`config.mk`:
```
export PLATFORM = sky130hd
export DESIGN_NAME = dbus_arbiter
export DESIGN_NICKNAME = d
export VERILOG_FILES = /design/src/rtl/dbus_pkg.sv /design/src/rtl/dbus_arbiter_rr.sv /design/src/rtl/dbus_arbiter.sv
export SDC_FILE = /design/constraint.sdc
export NUM_CORES = 1
export LEC_CHECK = 0
export BUFFER_PORTS_ARGS = -buffer_cell sky130_fd_sc_hd__buf_2
export CELL_PAD_IN_SITES_DETAIL_PLACEMENT = 1
export CELL_PAD_IN_SITES_GLOBAL_PLACEMENT = 1
export CORE_MARGIN = 5
export CORE_UTILIZATION = 31
export DETAILED_ROUTE_END_ITERATION = 6
export GPL_TIMING_DRIVEN = 0
export PLACE_DENSITY = 0.73
export SETUP_SLACK_MARGIN = 0.5
export SLEW_MARGIN = 20
export SYNTH_ARGS = -nofsm -noshare
export SYNTH_HDL_FRONTEND = slang
export SYNTH_SLANG_ARGS = --single-unit
```
`constraint.sdc`:
```
create_clock -name clk -period 4.58 [get_ports clk]
set_input_delay 0 -clock clk [delete_from_list [all_inputs] [get_ports clk]]
set_output_delay 0 -clock clk [all_outputs]
set_load 0.02 [all_outputs]
```
`src/rtl/dbus_pkg.sv`:
```
// Shared types and default memory map for the data-bus arbiter.
package dbus_pkg;

    localparam int unsigned DBUS_DW          = 32;
    localparam int unsigned RAM_BASE_DEF     = 2944;
    localparam int unsigned RAM_WORDS_DEF    = 1024;
    localparam int unsigned EXT_TIMEOUT_DEF  = 15;
    localparam int unsigned TMO_W            = 4;

    typedef enum logic [1:0] {
        IDLE     = 2'd0,
        RAM_ACC  = 2'd1,
        EXT_WAIT = 2'd2,
        RESP     = 2'd3
    } dbus_state_e;

endpackage

```
`src/rtl/dbus_arbiter_rr.sv`:
```
// Two-way round-robin picker with its own last-grant register.
module rr_arbiter2 (
    input  logic       clk,
    input  logic       rst,
    input  logic [1:0] req,
    input  logic       enable,
    output logic       gnt_valid,
    output logic       gnt_id
);

    logic last_gnt_q;
    logic last_gnt_d;

    // Pick the requester that did not win last time when both ask.
    always_comb begin
        gnt_valid  = |req;
        gnt_id     = (req == 2'b11) ? ~last_gnt_q : req[1];
        last_gnt_d = last_gnt_q;
        if (enable && gnt_valid) begin
            last_gnt_d = gnt_id;
        end
    end

    // Last-grant register; reset to M1 so M0 wins the first tie.
    always_ff @(posedge clk or posedge rst) begin
        if (rst) begin
            last_gnt_q <= 1'b1;
        end else begin
            last_gnt_q <= last_gnt_d;
        end
    end

endmodule

```
`src/rtl/dbus_arbiter.sv`:
```
// Data-bus arbiter: shares local data RAM and the external bus between
// the pipeline memory stage (M0) and the DMA/debug loader (M1).
module dbus_arbiter
    import dbus_pkg::*;
#(
    parameter int unsigned RAM_BASE    = RAM_BASE_DEF,
    parameter int unsigned RAM_WORDS   = RAM_WORDS_DEF,
    parameter int unsigned EXT_TIMEOUT = EXT_TIMEOUT_DEF,
    parameter int unsigned DW          = DBUS_DW
) (
    input  logic          clk,
    input  logic          rst,

    input  logic          m0_req,
    input  logic          m0_we,
    input  logic [DW-1:0] m0_addr,
    input  logic [DW-1:0] m0_wdata,
    output logic          m0_done,
    output logic          m0_err,

    input  logic          m1_req,
    input  logic          m1_we,
    input  logic [DW-1:0] m1_addr,
    input  logic [DW-1:0] m1_wdata,
    output logic          m1_done,
    output logic          m1_err,

    output logic [DW-1:0] rdata,
    output logic          gnt_id,
    output logic          busy,

    output logic          ram_wren,
    output logic [DW-1:0] ram_addr,
    output logic [DW-1:0] ram_data,
    input  logic [DW-1:0] ram_q,

    output logic          ext_cs,
    output logic          ext_we,
    output logic [DW-1:0] ext_addr,
    output logic [DW-1:0] ext_wdata,
    input  logic [DW-1:0] ext_rdata,
    input  logic          ext_ack
);

    localparam logic [DW-1:0]    BASE_W  = DW'(RAM_BASE);
    localparam logic [DW-1:0]    WORDS_W = DW'(RAM_WORDS);
    localparam logic [TMO_W-1:0] TMO_MAX = TMO_W'(EXT_TIMEOUT - 1);

    dbus_state_e state_q, state_d;

    // Latched transaction
    logic [DW-1:0]    addr_q, addr_d;
    logic [DW-1:0]    wdata_q, wdata_d;
    logic             we_q, we_d;
    logic             id_q, id_d;
    logic             ram_sel_q, ram_sel_d;
    logic [TMO_W-1:0] tmo_q, tmo_d;
    logic [DW-1:0]    ext_cap_q, ext_cap_d;
    logic             err_q, err_d;

    // Registered outputs
    logic             m0_done_q, m0_done_d;
    logic             m1_done_q, m1_done_d;
    logic             m0_err_q, m0_err_d;
    logic             m1_err_q, m1_err_d;
    logic [DW-1:0]    rdata_q, rdata_d;
    logic             busy_q, busy_d;
    logic             ram_wren_q, ram_wren_d;
    logic [DW-1:0]    ram_addr_q, ram_addr_d;
    logic [DW-1:0]    ram_data_q, ram_data_d;
    logic             ext_cs_q, ext_cs_d;
    logic             ext_we_q, ext_we_d;
    logic [DW-1:0]    ext_addr_q, ext_addr_d;
    logic [DW-1:0]    ext_wdata_q, ext_wdata_d;

    // Arbitration and decode of the candidate request
    logic [1:0]       arb_req_c;
    logic             arb_valid_c;
    logic             arb_id_c;
    logic [DW-1:0]    sel_addr_c;
    logic [DW-1:0]    sel_off_c;
    logic             sel_in_ram_c;

    // A req still high during its own done cycle is the tail of the
    // finished transaction, so it is masked for that one cycle.
    always_comb begin
        arb_req_c = {m1_req & ~m1_done_q, m0_req & ~m0_done_q};
    end

    rr_arbiter2 u_rr (
        .clk       (clk),
        .rst       (rst),
        .req       (arb_req_c),
        .enable    (state_q == IDLE),
        .gnt_valid (arb_valid_c),
        .gnt_id    (arb_id_c)
    );

    // Memory-map decode: unsigned window check via modular offset.
    always_comb begin
        sel_addr_c   = arb_id_c ? m1_addr : m0_addr;
        sel_off_c    = sel_addr_c - BASE_W;
        sel_in_ram_c = (sel_off_c < WORDS_W);
    end

    // Next-state and next-output logic.
    always_comb begin
        state_d   = state_q;
        addr_d    = addr_q;
        wdata_d   = wdata_q;
        we_d      = we_q;
        id_d      = id_q;
        ram_sel_d = ram_sel_q;
        tmo_d     = tmo_q;
        ext_cap_d = ext_cap_q;
        err_d     = err_q;
        m0_done_d = 1'b0;
        m1_done_d = 1'b0;
        m0_err_d  = 1'b0;
        m1_err_d  = 1'b0;
        rdata_d   = rdata_q;
        busy_d    = busy_q;

        unique case (state_q)
            IDLE: begin
                if (arb_valid_c) begin
                    id_d      = arb_id_c;
                    addr_d    = sel_addr_c;
                    we_d      = arb_id_c ? m1_we : m0_we;
                    wdata_d   = arb_id_c ? m1_wdata : m0_wdata;
                    ram_sel_d = sel_in_ram_c;
                    tmo_d     = '0;
                    err_d     = 1'b0;
                    ext_cap_d = '0;
                    busy_d    = 1'b1;
                    state_d   = sel_in_ram_c ? RAM_ACC : EXT_WAIT;
                end
            end
            RAM_ACC: begin
                state_d = RESP;
            end
            EXT_WAIT: begin
                // ack wins over a coincident timeout
                if (ext_ack) begin
                    ext_cap_d = ext_rdata;
                    err_d     = 1'b0;
                    state_d   = RESP;
                end else if (tmo_q == TMO_MAX) begin
                    ext_cap_d = '0;
                    err_d     = 1'b1;
                    state_d   = RESP;
                end else begin
                    tmo_d = tmo_q + TMO_W'(1);
                end
            end
            RESP: begin
                m0_done_d = ~id_q;
                m1_done_d = id_q;
                m0_err_d  = ~id_q & err_q;
                m1_err_d  = id_q & err_q;
                if (err_q) begin
                    rdata_d = '0;
                end else if (!we_q) begin
                    rdata_d = ram_sel_q ? ram_q : ext_cap_q;
                end
                busy_d  = 1'b0;
                state_d = IDLE;
            end
            default: begin
                state_d = IDLE;
            end
        endcase

        // Datapath pins follow the state being entered next cycle.
        ram_wren_d  = (state_d == RAM_ACC) & we_d;
        ram_addr_d  = addr_d - BASE_W;
        ram_data_d  = wdata_d;
        ext_cs_d    = (state_d == EXT_WAIT);
        ext_we_d    = (state_d == EXT_WAIT) & we_d;
        ext_addr_d  = addr_d;
        ext_wdata_d = wdata_d;
    end

    // State and output registers.
    always_ff @(posedge clk or posedge rst) begin
        if (rst) begin
            state_q     <= IDLE;
            addr_q      <= '0;
            wdata_q     <= '0;
            we_q        <= 1'b0;
            id_q        <= 1'b0;
            ram_sel_q   <= 1'b0;
            tmo_q       <= '0;
            ext_cap_q   <= '0;
            err_q       <= 1'b0;
            m0_done_q   <= 1'b0;
            m1_done_q   <= 1'b0;
            m0_err_q    <= 1'b0;
            m1_err_q    <= 1'b0;
            rdata_q     <= '0;
            busy_q      <= 1'b0;
            ram_wren_q  <= 1'b0;
            ram_addr_q  <= '0;
            ram_data_q  <= '0;
            ext_cs_q    <= 1'b0;
            ext_we_q    <= 1'b0;
            ext_addr_q  <= '0;
            ext_wdata_q <= '0;
        end else begin
            state_q     <= state_d;
            addr_q      <= addr_d;
            wdata_q     <= wdata_d;
            we_q        <= we_d;
            id_q        <= id_d;
            ram_sel_q   <= ram_sel_d;
            tmo_q       <= tmo_d;
            ext_cap_q   <= ext_cap_d;
            err_q       <= err_d;
            m0_done_q   <= m0_done_d;
            m1_done_q   <= m1_done_d;
            m0_err_q    <= m0_err_d;
            m1_err_q    <= m1_err_d;
            rdata_q     <= rdata_d;
            busy_q      <= busy_d;
            ram_wren_q  <= ram_wren_d;
            ram_addr_q  <= ram_addr_d;
            ram_data_q  <= ram_data_d;
            ext_cs_q    <= ext_cs_d;
            ext_we_q    <= ext_we_d;
            ext_addr_q  <= ext_addr_d;
            ext_wdata_q <= ext_wdata_d;
        end
    end

    // Port mapping.
    always_comb begin
        m0_done   = m0_done_q;
        m1_done   = m1_done_q;
        m0_err    = m0_err_q;
        m1_err    = m1_err_q;
        rdata     = rdata_q;
        gnt_id    = id_q;
        busy      = busy_q;
        ram_wren  = ram_wren_q;
        ram_addr  = ram_addr_q;
        ram_data  = ram_data_q;
        ext_cs    = ext_cs_q;
        ext_we    = ext_we_q;
        ext_addr  = ext_addr_q;
        ext_wdata = ext_wdata_q;
    end

endmodule

```
==> results.sh, run 1 <==
export IMPL_final_area_um2=13300
export IMPL_seq_area_frac_synth_pct=50.0
export IMPL_reg2reg_slack_ns=0.87
export IMPL_min_from="m0_addr[15]"
export IMPL_outcome="finished, final reports clean"
export IMPL_pwr_density_cell_nw_per_um2=677
export IMPL_maxCapViolCount=0
export IMPL_setup_viol=0
export IMPL_synthMuxAreaShare_pct=4.42
export IMPL_via_count=9646
export IMPL_criticalPathCategory="flip-flop to flip-flop"
export IMPL_cts_root_buf="clkbuf_16"
export IMPL_fin_skew_ns=0.0104
export IMPL_tightestPinTransition_ns=0.869
export IMPL_gp_congestion=0.884
export IMPL_synth_edf_count=0
export IMPL_cts_tree="yes"
export IMPL_clock_latency_ns=0.43
export IMPL_yosysWarnings=0
export IMPL_r2r_start="state_q[1]$_DFF_PP0_"
export IMPL_synth_seq_cells=172
export IMPL_drtPass1Iterations=4
export IMPL_hp_class="input port to flip-flop"
export IMPL_synth_main_ff_cell="dfrtp_1"
export IMPL_multi_input_area_um2=3690
export IMPL_num_nets_final=1703
export IMPL_syn_avg_cell_area_um2=9.12
export IMPL_use_met3_pct=6.56
export IMPL_row_count=61
export IMPL_clock_sinks=172
export IMPL_synth_nets=1150
export IMPL_top_usage_layer="met2"
export IMPL_die_x_um=177
export IMPL_synthCells=944
export IMPL_die_y_um=177
export IMPL_fin_crit_sh_pct=80.9
export IMPL_post_cts_setup_buffers=0
export IMPL_grt_pass1_vias=10800
export IMPL_synth_top_area_share_pct=49.7
export IMPL_rsz0062_at_grt="no"
export IMPL_ios=368
export IMPL_synth_top_area_cell="dfrtp_1"
export IMPL_synthesis_area_um2=8610
export IMPL_cts_htree_levels=4
export IMPL_filler_cell_count=3312
export IMPL_reg2reg_to="ext_wdata[11]$_DFFE_PP0P_"
export IMPL_slew_violations=0
export IMPL_gr_usage_all_layers_pct=24.6
export IMPL_ant_nets=0
export IMPL_critical_path_peak_fanout=10
export IMPL_synthSimpleGateAreaFrac_pct=21.1
export IMPL_startpoint_type="flip-flop"
export IMPL_synth_top_family_by_area="simple AND/OR/NAND/NOR gates"
export IMPL_die_area_um2=31200
export IMPL_totalWireLength_mm=39.2
export IMPL_drc=0
export IMPL_slew_headroom_pct=41.7
export IMPL_core_area_um2=27600
export IMPL_leakage_nw=6.28
export IMPL_portBuffers=367
export IMPL_whs_path_depth=4
export IMPL_yosys_top_cells_area="dfrtp_1 (50%), nand2_1 (9.5%), mux2i_1 (4.4%)"
export IMPL_rr_worst_depth=10
export IMPL_end_kind="flip-flop"
export IMPL_initial_core_util_pct=31.2
export IMPL_drive_above_1_share_pct=31.1
export IMPL_crit_required_ns=4.88
export IMPL_ir_drop_uv=349
export IMPL_synth_fa_ha_area_share_pct=1.02
export IMPL_synth_compound_area_share_pct=13.2
export IMPL_clkTransAtPathRegs_ns=0.08
export IMPL_via_per_inst=5.09
export IMPL_layout_min_cycle_time_ns=3.71
export IMPL_max_freq_mhz=270
export IMPL_synthXorXnorAreaFrac_pct=3.05
export IMPL_dr_first_iter_drc_count=559
export IMPL_grt_pass1_wl_mm=60.3
export IMPL_numCtsBuffers=17
export IMPL_grt_max_degree=33
export IMPL_met1_usage_pct=27.1
export IMPL_wl_per_cell_um=20.7
export IMPL_place_area_um2=11000
export IMPL_worstPathArrival_ns=4.01
export IMPL_grt_use_met2_pct=44.9
export IMPL_finalSetupTns_ns=0
export IMPL_seq_area_um2=4310
export IMPL_synthArstFlopShare_pct=100
export IMPL_grt_overflow=0
export IMPL_area_growth_pct=54.3
export IMPL_hold_path_endpoint="ext_addr[15]$_DFF_PP0_"
export IMPL_clk_path_buf_depth=2
export IMPL_hpwl_mm=27.2
export IMPL_hold_viol_final=0
export IMPL_synthDistinctLibCells=55
export IMPL_antenna_found_initial=12
[layer usage]
layer / vias up / share of wire (%)
met5: - / 0.12
met4: 10 / 4.2
met3: 112 / 6.5
met2: 386 / 51
met1: 4790 / 38
li1: 4348 / -
[area by class of cell]
cell class	count	area share, %
plain buffers	99	4.04
flip-flops and latches	172	32.4
clock inverters	13	1.17
inverters	22	0.650
repair buffers	534	26.9
clock buffers	19	3.33
well taps	378	3.56
diodes	8	0.151
multi-input cells	651	27.8
[cell families after synthesis]
group / Yosys count
buf+inv: 121
flops: 172
fa+ha+maj: 7
mux: 38
compound gates: 165
simple gates: 411
xor+xnor: 30
[worst max-delay path, stage by stage (launching register included)]
cell,delay (ns)
dfrtp_1,0.42
inv_1,0.10
ha_1,0.17
clkinv_1,0.25
a21oi_1,0.31
buf_2,0.29
buf_2,0.34
clkbuf_1,0.37
clkbuf_1,0.53
a31oi_1,0.18
dlygate4sd3_1,0.62
[cells in the final DEF, fill, tap and decap left out, drive strengths merged, types with 3 or more instances in the layout]
cell type / synthesis / layout
buf: 55 / 428
nand2: 218 / 218
dfrtp: 171 / 171
dlygate4sd3: 0 / 161
nor2: 71 / 71
clkbuf: 44 / 63
a31oi: 47 / 47
nand3: 40 / 40
mux2i: 38 / 38
o31ai: 36 / 36
inv: 21 / 26
o21ai: 22 / 22
xnor2: 20 / 20
nor3: 18 / 18
nor4: 16 / 16
a21oi: 15 / 15
xor2: 10 / 10
diode: 0 / 8
nand3b: 8 / 8
o22ai: 7 / 7
nand4: 7 / 7
ha: 7 / 7
and3b: 5 / 5
o221ai: 5 / 5
a31o: 5 / 5
and3: 5 / 5
or3: 5 / 5
nand2b: 4 / 4
a21boi: 4 / 4
a221oi: 4 / 4
a2bb2oi: 4 / 4
a211oi: 4 / 4
and2: 4 / 4
nor2b: 4 / 4
clkinv: 1 / 4
o211ai: 3 / 3
clkinvlp: 0 / 3
[state kept, by name (all words and copies together), names as in the netlist, 2 cells and up]
| name | count |
|---|---|
| tmo_q | 4 |
| rdata | 32 |
| ext_wdata | 32 |
| ext_addr | 32 |
| ext_cap_q | 32 |
| ram_addr | 25 |
| state_q | 2 |
[power by group]
| group | internal (mW) | total [mW] | switching, mW |
|---|---|---|---|
| Sequential | 2.19 | 2.61 | 0.429 |
| Clock | 0.836 | 1.52 | 0.686 |
| Combinational | 1.87 | 4.86 | 2.98 |
[per-stage QoR]
step | std cells | power [mW] | worst slack, ns | util, % | hold slack [ns]
4_1_cts | 1888 | 8.90 | 0.691 | 48.0 | 0.00240
5_1_grt | 1895 | 9.56 | 0.561 | 48.1 | 0.0301
2_1_floorplan | 944 | 5.30 | 1.68 | - | 0.133
6_report | 1896 | 8.99 | 0.874 | 48.1 | 0.0150
3_3_place_gp | 1689 | 6.74 | 0.798 | 39.5 | 0.222
3_5_place_dp | 1695 | 6.87 | 0.720 | 40.0 | 0.0342
[Yosys cell counts, drive strengths merged (5+ instances only)]
master,count
nand2,218
dfrtp,171
nor2,71
buf,55
a31oi,47
clkbuf,44
nand3,40
mux2i,38
o31ai,36
o21ai,22
inv,21
xnor2,20
nor3,18
nor4,16
a21oi,15
xor2,10
nand3b,8
ha,7
nand4,7
o22ai,7
a31o,5
and3,5
and3b,5
o221ai,5
or3,5
[worst max path at each step]
| stage | start | endpoint | cells after the start | slack [ns] |
|---|---|---|---|---|
| final | state_q[1]$_DFF_PP0_ | ext_wdata[11]$_DFFE_PP0P_ | 10 | 0.87 |
| after CTS | state_q[1]$_DFF_PP0_ | ram_addr[31]$_DFF_PP0_ | 13 | 0.69 |
| after detailed placement | state_q[1]$_DFF_PP0_ | ram_addr[31]$_DFF_PP0_ | 12 | 0.72 |
| after global placement | state_q[0]$_DFF_PP0_ | ram_addr[31]$_DFF_PP0_ | 13 | 0.80 |
| after global routing | state_q[0]$_DFF_PP0_ | ext_wdata[11]$_DFFE_PP0P_ | 10 | 0.56 |
| after floorplan | state_q[0]$_DFF_PP0_ | ram_addr[31]$_DFF_PP0_ | 13 | 1.68 |
[timing repair]
item	in CTS	in global routing
gates resized for setup	0	3
hold buffers	161	0
endpoints found under the setup margin	0	2
hold endpoints to repair	181	0
Note: power is estimated with default switching activity, not from simulation.
==> inputs of run 2 (changes only) <==
clock period = 3 ns   (was 4.58 ns; I/O delays follow)
==> results.sh, run 2 (synthesis results as in run 1) <==
export IMPL_totalWireLength_mm=41.9
export IMPL_dr_first_iter_drc_count=517
export IMPL_hold_viol_final=0
export IMPL_rsz0062_at_grt="yes"
export IMPL_tightestPinTransition_ns=0.808
export IMPL_fin_cells=1952
export IMPL_max_freq_mhz=375
export IMPL_filler_cell_count=3272
export IMPL_crit_required_ns=3.35
export IMPL_place_inst=1695
export IMPL_startpoint_type="flip-flop"
export IMPL_hpwl_mm=27.3
export IMPL_cts_root_buf="clkbuf_16"
export IMPL_critical_path_peak_fanout=10
export IMPL_cts_tree="yes"
export IMPL_area_growth_pct=65.5
export IMPL_numCtsBuffers=17
export IMPL_ant_nets=0
export IMPL_mostFrequentLayoutCells="buf_2 (370), nand2_1 (216), dfrtp_1 (170)"
export IMPL_drc=0
export IMPL_wl_per_cell_um=21.5
export IMPL_via_count=9933
export IMPL_gp_congestion=0.876
export IMPL_initial_core_util_pct=31.2
export IMPL_clkTransAtPathRegs_ns=0.08
export IMPL_die_area_um2=31200
export IMPL_leakage_nw=6.73
export IMPL_power_mw=14.4
export IMPL_drive_above_1_share_pct=38.4
export IMPL_num_nets_final=1754
export IMPL_core_area_um2=27600
export IMPL_drtPass1Iterations=5
export IMPL_gr_usage_all_layers_pct=26.0
export IMPL_slew_violations=0
export IMPL_grt_pass1_wl_mm=63.5
export IMPL_ios=368
export IMPL_clock_sinks=172
export IMPL_fin_crit_sh_pct=88.9
export IMPL_die_x_um=177
export IMPL_clock_latency_ns=0.43
export IMPL_final_common_cell="buf_2"
export IMPL_portBuffers=367
export IMPL_die_y_um=177
export IMPL_worstPathArrival_ns=3.01
export IMPL_slew_headroom_pct=46.2
export IMPL_fin_skew_ns=0.0133
export IMPL_end_kind="flip-flop"
export IMPL_outcome="finished, final reports clean"
export IMPL_setup_viol=0
export IMPL_grt_max_degree=32
export IMPL_cts_htree_levels=4
export IMPL_fin_hold_ws_ns=0.0675
export IMPL_maxCapViolCount=0
export IMPL_ir_drop_uv=721
export IMPL_pwr_density_cell_nw_per_um2=1010
export IMPL_antenna_found_initial=17
export IMPL_layout_min_cycle_time_ns=2.67
export IMPL_clk_path_buf_depth=2
export IMPL_via_per_inst=5.09
export IMPL_grt_pass1_vias=11400
export IMPL_hp_class="input port to flip-flop"
export IMPL_criticalPathCategory="flip-flop to flip-flop"
export IMPL_row_count=61
export IMPL_grt_overflow=0
-- run 2: cell types whose count changed in the layout (fill, tap and decap cells not counted), moves of 6 or more --
cell	previous run	this run
clkbuf_2	1	19
clkbuf_1	44	22
buf_4	41	87
buf_6	0	6
-- run 2: where the power goes --
group,internal [mW],switching (mW),total [mW]
logic,3.11,4.96,8.07
registers,3.34,0.695,4.03
clock network,1.18,1.09,2.27
total,7.63,6.74,14.4
-- run 2: through the flow --
step                instance area [um^2]  TNS, ns  setup WS, ns  utilization (%)
detailed placement                 11100   -0.503        -0.145             40.1
floorplan                           8650        0         0.502                -
global placement                   11000   -74.76        -0.455             39.7
finish                             14200        0         0.332             51.5
CTS                                14000        0         0.376             50.6
global route                       14200        0         0.240             51.5
-- run 2: final timing paths --
path	slack, ns	from	end	depth (start not counted)
worst max-delay path	0.33	m1_done$_DFF_PP0_	ram_addr[25]$_DFF_PP0_	10
worst min-delay path	0.07	m1_addr[15]	ext_addr[15]$_DFF_PP0_	4
worst min register to register	0.47	ext_cap_q[18]$_DFFE_PP0P_	ext_cap_q[18]$_DFFE_PP0P_	2
max in group asynchronous	1.87	rst	u_rr.last_gnt_q$_DFFE_PP1P_	6
worst max register to register	0.33	m1_done$_DFF_PP0_	ram_addr[25]$_DFF_PP0_	10
min in group asynchronous	0.11	rst	ext_wdata[30]$_DFFE_PP0P_	3
-- run 2: per-layer routing --
metal,vias to the layer above,routed length [um],global-route usage (%)
met5,-,66,0
met4,12,1910,14.0
met3,129,2300,6.67
met2,382,22100,47.4
met1,4958,15500,27.4
li1,4452,-,-
-- run 2: worst max-delay path: stages (launching register included) --
cell,delay [ns]
dfrtp_1,0.42
buf_4,0.18
nor2b_4,0.16
nand2_2,0.11
buf_12,0.18
nand2_1,0.12
a31oi_4,0.14
or3_4,0.45
nor3_4,0.36
nand4_1,0.21
xnor2_1,0.25
-- run 2: area by class of cell --
type | instances | area [um^2] | share of cell area (%)
inverters | 22 | 98.8 | 0.694
clock buffers | 18 | 429 | 3.01
flip-flops and latches | 172 | 4310 | 30.2
repair buffers | 585 | 3980 | 28.0
plain buffers | 99 | 671 | 4.71
multi-input cells | 651 | 4100 | 28.8
clock inverters | 14 | 150 | 1.05
diodes | 13 | 32.5 | 0.228
well taps | 378 | 473 | 3.32
-- run 2: timing repair --
item                                    CTS  global route
gates cloned                              2             0
resized for setup                        92            46
setup buffers                            34            14
endpoints found under the setup margin   99            97
endpoints found under the hold margin   177             0
hold buffers                            162             0
pin swaps                                24            14
